===== src/rtl/regfile_access_arbiter.sv =====
// regfile_access_arbiter: round-robin sequencer sharing one register file between the core datapath and the debug/load port.
module regfile_access_arbiter #(
    parameter int DATA_W     = 32,
    parameter int ADDR_W     = 5,
    parameter bit PROTECT_R0 = 1'b1
) (
    input  logic                clk,
    input  logic                reset,
    input  logic [1:0]          req,
    input  logic [1:0]          req_we,
    input  logic [2*ADDR_W-1:0] req_ra,
    input  logic [2*ADDR_W-1:0] req_rb,
    input  logic [2*ADDR_W-1:0] req_wa,
    input  logic [2*DATA_W-1:0] req_wdat,
    output logic [1:0]          ack,
    output logic [DATA_W-1:0]   rsp_rdat1,
    output logic [DATA_W-1:0]   rsp_rdat2,
    output logic                rsp_err,
    output logic                busy,
    output logic [ADDR_W-1:0]   rf_reg1,
    output logic [ADDR_W-1:0]   rf_reg2,
    output logic [ADDR_W-1:0]   rf_reg3,
    output logic [DATA_W-1:0]   rf_wdat,
    output logic                rf_reg_dest,
    output logic                rf_reg_write,
    input  logic [DATA_W-1:0]   rf_rdat1,
    input  logic [DATA_W-1:0]   rf_rdat2
);
    typedef enum logic [2:0] {IDLE, SETUP, WSTROBE, CAPT, DONE} state_t;
    state_t              state;
    logic                last_grant, grant, g_we, err, pick, r0_block;
    logic [ADDR_W-1:0]   g_ra, g_rb, g_wa;
    logic [DATA_W-1:0]   g_wdat;
    assign pick     = (req == 2'b11) ? ~last_grant : req[1];
    assign r0_block = PROTECT_R0 && (g_wa == '0);
    assign busy     = state != IDLE;
    always_ff @(posedge clk or posedge reset) begin
        if (reset) begin
            state        <= IDLE;
            last_grant   <= 1'b1;
            grant        <= 1'b0;
            g_we         <= 1'b0;
            g_ra         <= '0;
            g_rb         <= '0;
            g_wa         <= '0;
            g_wdat       <= '0;
            err          <= 1'b0;
            ack          <= '0;
            rsp_rdat1    <= '0;
            rsp_rdat2    <= '0;
            rsp_err      <= 1'b0;
            rf_reg1      <= '0;
            rf_reg2      <= '0;
            rf_reg3      <= '0;
            rf_wdat      <= '0;
            rf_reg_dest  <= 1'b0;
            rf_reg_write <= 1'b0;
        end else begin
            ack     <= '0;
            rsp_err <= 1'b0;
            case (state)
                IDLE: if (|req) begin
                    grant  <= pick;
                    g_we   <= req_we[pick];
                    g_ra   <= pick ? req_ra[2*ADDR_W-1:ADDR_W] : req_ra[ADDR_W-1:0];
                    g_rb   <= pick ? req_rb[2*ADDR_W-1:ADDR_W] : req_rb[ADDR_W-1:0];
                    g_wa   <= pick ? req_wa[2*ADDR_W-1:ADDR_W] : req_wa[ADDR_W-1:0];
                    g_wdat <= pick ? req_wdat[2*DATA_W-1:DATA_W] : req_wdat[DATA_W-1:0];
                    state  <= SETUP;
                end
                SETUP: if (g_we) begin
                    rf_reg3     <= g_wa;
                    rf_reg2     <= '0;
                    rf_wdat     <= g_wdat;
                    rf_reg_dest <= 1'b1;
                    state       <= WSTROBE;
                end else begin
                    rf_reg1     <= g_ra;
                    rf_reg2     <= g_rb;
                    rf_reg_dest <= 1'b0;
                    state       <= CAPT;
                end
                // addresses have been stable for a full cycle before the strobe rises
                WSTROBE: begin
                    rf_reg_write <= !r0_block;
                    err          <= r0_block;
                    state        <= DONE;
                end
                CAPT: begin
                    rsp_rdat1 <= rf_rdat1;
                    rsp_rdat2 <= rf_rdat2;
                    state     <= DONE;
                end
                DONE: begin
                    ack[grant]   <= 1'b1;
                    rsp_err      <= err;
                    last_grant   <= grant;
                    err          <= 1'b0;
                    rf_reg_write <= 1'b0;
                    rf_reg_dest  <= 1'b0;
                    state        <= IDLE;
                end
                default: state <= IDLE;
            endcase
        end
    end
endmodule


===== config.mk =====
export PLATFORM = sky130hd
export DESIGN_NAME = regfile_access_arbiter
export DESIGN_NICKNAME = d
export VERILOG_FILES = /design/src/rtl/regfile_access_arbiter.sv
export SDC_FILE = /design/constraint.sdc
export NUM_CORES = 1
export LEC_CHECK = 0
export CAP_MARGIN = 5
export CORE_ASPECT_RATIO = 1.25
export CORE_MARGIN = 4
export CORE_UTILIZATION = 35
export CTS_BUF_LIST = sky130_fd_sc_hd__clkbuf_4 sky130_fd_sc_hd__clkbuf_8
export DETAILED_ROUTE_END_ITERATION = 10
export PLACE_DENSITY = 0.69
export SYNTH_ARGS = -nofsm -noshare
export SYNTH_HDL_FRONTEND = slang
export SYNTH_SLANG_ARGS = --single-unit

===== constraint.sdc =====
create_clock -name clk -period 6.9 [get_ports clk]
set_clock_uncertainty 0.05 [all_clocks]
set_input_delay 1.38 -clock clk [delete_from_list [all_inputs] [get_ports clk]]
set_output_delay 1.38 -clock clk [all_outputs]
set_load 0.01 [all_outputs]

==> run_results.csv <==
group,metric,value,unit
run_status,outcome,"completed",
yosys,synth_ff_type,"dfrtp_1",
cts,cts-root-buf,"clkbuf_8",
cts,worstSkewPairLatency,0.45,ns
sta,holdWs,0.407,ns
cts,htree_levels,4,
floorplan,core,19600,um2
global_route,track_usage,15.8,%
place,gp_congestion,0.771,
pwr,power.leakage,4.92,nW
global_route,grt_pass1_vias,5172,
detailed_routing,viasPerCell,4.62,
pwr,clkPwrFrac,18.8,%
detailed_routing,avgRoutedWirePerCell,16.5,um
detailed_routing,vias,5053,
worst_setup_path,worstPathArrival,1.96,ns
sta,worst_slew_pin_slew,0.968,ns
yosys,ys_seq_area_share,60.3,%
finish,layout.nets,980,
cts,clk_pin_slew_worst_paths,0.09,ns
finish,post_route_cells_drive_above_1_share,18.2,%
pwr,p_switching,1.42,mW
sta,fin_crit_sh,49.2,%
floorplan,initial_core_util,36.0,%
cts,cts_max_path_buffers,2,
yosys,async_flop_share,100,%
yosys,synth_cells,542,
sta,rsz0062_at_grt,"false",
floorplan,pin_count,281,
sta,period_minus_slack,3.39,ns
worst_setup_path,path_class,"reg2out",
detailed_routing,drcViolationCount,0,
finish,areaGrowthSynthToFinish,49.4,%
floorplan,dieWidth,135,um
min_path,holdCritPathClass,"reg2reg",
yosys,synth-edff-count,0,
floorplan,die_area,22500,um2
place,placed_cells,1062,
yosys,syn-cell-area,7060,um2
worst_setup_path,cp-start-kind,"register",
finish,final_cells,1094,
worst_setup_path,critPathCaptureType,"output port",
floorplan,row_count,57,
detailed_routing,first_iter_violations,430,
yosys,synth_fp_nets,706,
yosys,yosys.area.top_type,"dfrtp_1",
pwr,p_seq_share,38.2,%
cts,hold_buffers,0,
place,place.port_buffers,280,
finish,multi_input_area,2060,um2
cts,cts_resized,0,
yosys,synth-seq-cells,170,
detailed_routing,ant_nets,0,
sta,setup_violations,0,
pwr,p_per_area,436,nW/um2
worst_setup_path,path_max_fanout,8,
pwr,intPower,3.17,mW
floorplan,die_h,167,um
global_route,grt_pass1_wl,27.9,mm
sta,slew_violations,0,
cts,cts_tree,"built",
detailed_routing,routed_wl,18.0,mm
cts,cts_buffers,17,
yosys,yosysMostFrequentCell,"dfrtp_1",
pwr,p_sw_share,31.0,%
yosys,synth_top_area_share,59.9,%
yosys,synth_cell_types,29,
yosys,synth_area_per_cell,13.0,um2
run,drv_cap,0,
sta,max_freq,0.295,GHz
pwr,vdd_drop_max,180,uV
cts,cts_sinks,170,
global_route,grt_start_max_net_pins,76,
yosys,ys_warn_count,0,
finish,n_antenna_cell,0,
global_route,antenna_found_initial,0,
place,dpl.hpwl,12.9,mm
sta,relSlewSlack,35.5,%
yosys,synth_area_leaders,"dfrtp_1 (60%), mux2_2 (12%), inv_1 (7.9%)",
sta,hold_viol,0,
yosys,netlist_top_cells_count,"dfrtp_1 (169), inv_1 (148), mux2_2 (76)",
cts,post_cts_buffers,0,
sta,finalSetupTns,0,ns
finish,nFillCells,1731,
detailed_routing,drt_pass1_iterations,8,
global_route,grt_overflow,0,
pwr,power_frac_comb,43.0,%
finish,seq_area,4260,um2
worst_setup_path,critPathRequiredTime,5.47,ns
-- power by group through the flow --
stage                     clock (mW)  combinational (mW)  sequential (mW)
after global placement             0                1.98             1.76
after detailed placement           0                2.01             1.78
after global routing           0.933                2.12             1.82
after CTS                      0.896                2.01             1.76
final                          0.866                1.97             1.75
after floorplan                    0               0.955             1.87
-- sequential cells by signal, indices dropped and copies added, names as in the netlist, 2 cells and up --
signal and count:
g_ra 5, rf_reg2 5, rsp_rdat2 32, g_wdat 32, rf_reg1 5, rf_wdat 32
g_rb 5, state 3, rf_reg3 5, rsp_rdat1 32, ack 2, g_wa 5
-- worst max-delay path, stage by stage (launching register included) --
cell and delay (ns):
dfrtp_1 0.47, nor3_2 0.47, inv_1 0.09, clkdlybuf4s50_1 0.49
-- cell type report --
class                      count  area share [%]
inverter                     148            5.31
clock inverter                12            2.21
clock buffer                  20            2.55
timing repair buffer         284            26.9
tap                          265            3.14
sequential                   170            40.3
multi-input combinational    195            19.6
-- stage by stage --
stage	setup WS [ns]	area [um2]	util (%)	power, mW
after global placement	3.61	10000	51.2	3.74
after detailed placement	3.57	10000	51.2	3.78
after global routing	3.39	10500	53.8	4.88
after floorplan	0.868	7060	-	2.83
final	3.51	10500	53.8	4.59
after CTS	3.47	10500	53.8	4.67
-- kinds of logic after synthesis --
kind of cell	count (synthesis)	share of synthesized area, %
AO/OA/AOI/OAI	64	8.38
buffers and inverters	177	10.7
flip-flops	170	60.3
AND/OR/NAND/NOR	25	2.13
multiplexers	106	18.5
-- path summary, 6_finish.rpt --
| path | startpoint | endpoint | slack [ns] | cells past startpoint |
|---|---|---|---|---|
| worst min-delay path | grant$_DFFE_PP0P_ | ack[0]$_DFF_PP0_ | 0.41 | 1 |
| max in group asynchronous | reset | rf_reg2[1]$_DFFE_PP0P_ | 4.20 | 3 |
| worst max-delay path | state[0]$_DFFE_PP0P_ | busy | 3.51 | 3 |
| worst max register to register | state[2]$_DFFE_PP0P_ | rf_reg3[1]$_DFFE_PP0P_ | 4.43 | 3 |
| min in group asynchronous | reset | rsp_rdat2[22]$_DFFE_PP0N_ | 1.39 | 2 |
| worst min register to register | grant$_DFFE_PP0P_ | ack[0]$_DFF_PP0_ | 0.41 | 1 |
-- per-layer routing --
metal | global-route usage, % | up-vias | routed length, um
met5 | 0 | - | 0
li1 | - | 2364 | -
met2 | 27.6 | 204 | 9320
met4 | 5.04 | 0 | 220
met1 | 18.6 | 2468 | 7160
met3 | 4.65 | 17 | 1320
-- placed cells by master (no fill, tap or decap), types with 4 or more instances in the layout --
cell	count
bufinv_16	6
a22o_1	5
nor2_1	5
mux2_4	30
o21ai_0	5
dfrtp_1	169
buf_4	4
nand2_1	5
clkbuf_8	19
inv_6	4
clkdlybuf4s50_1	280
a222oi_1	48
mux2_2	76
inv_1	147
Power figures use the tool's default switching activity.
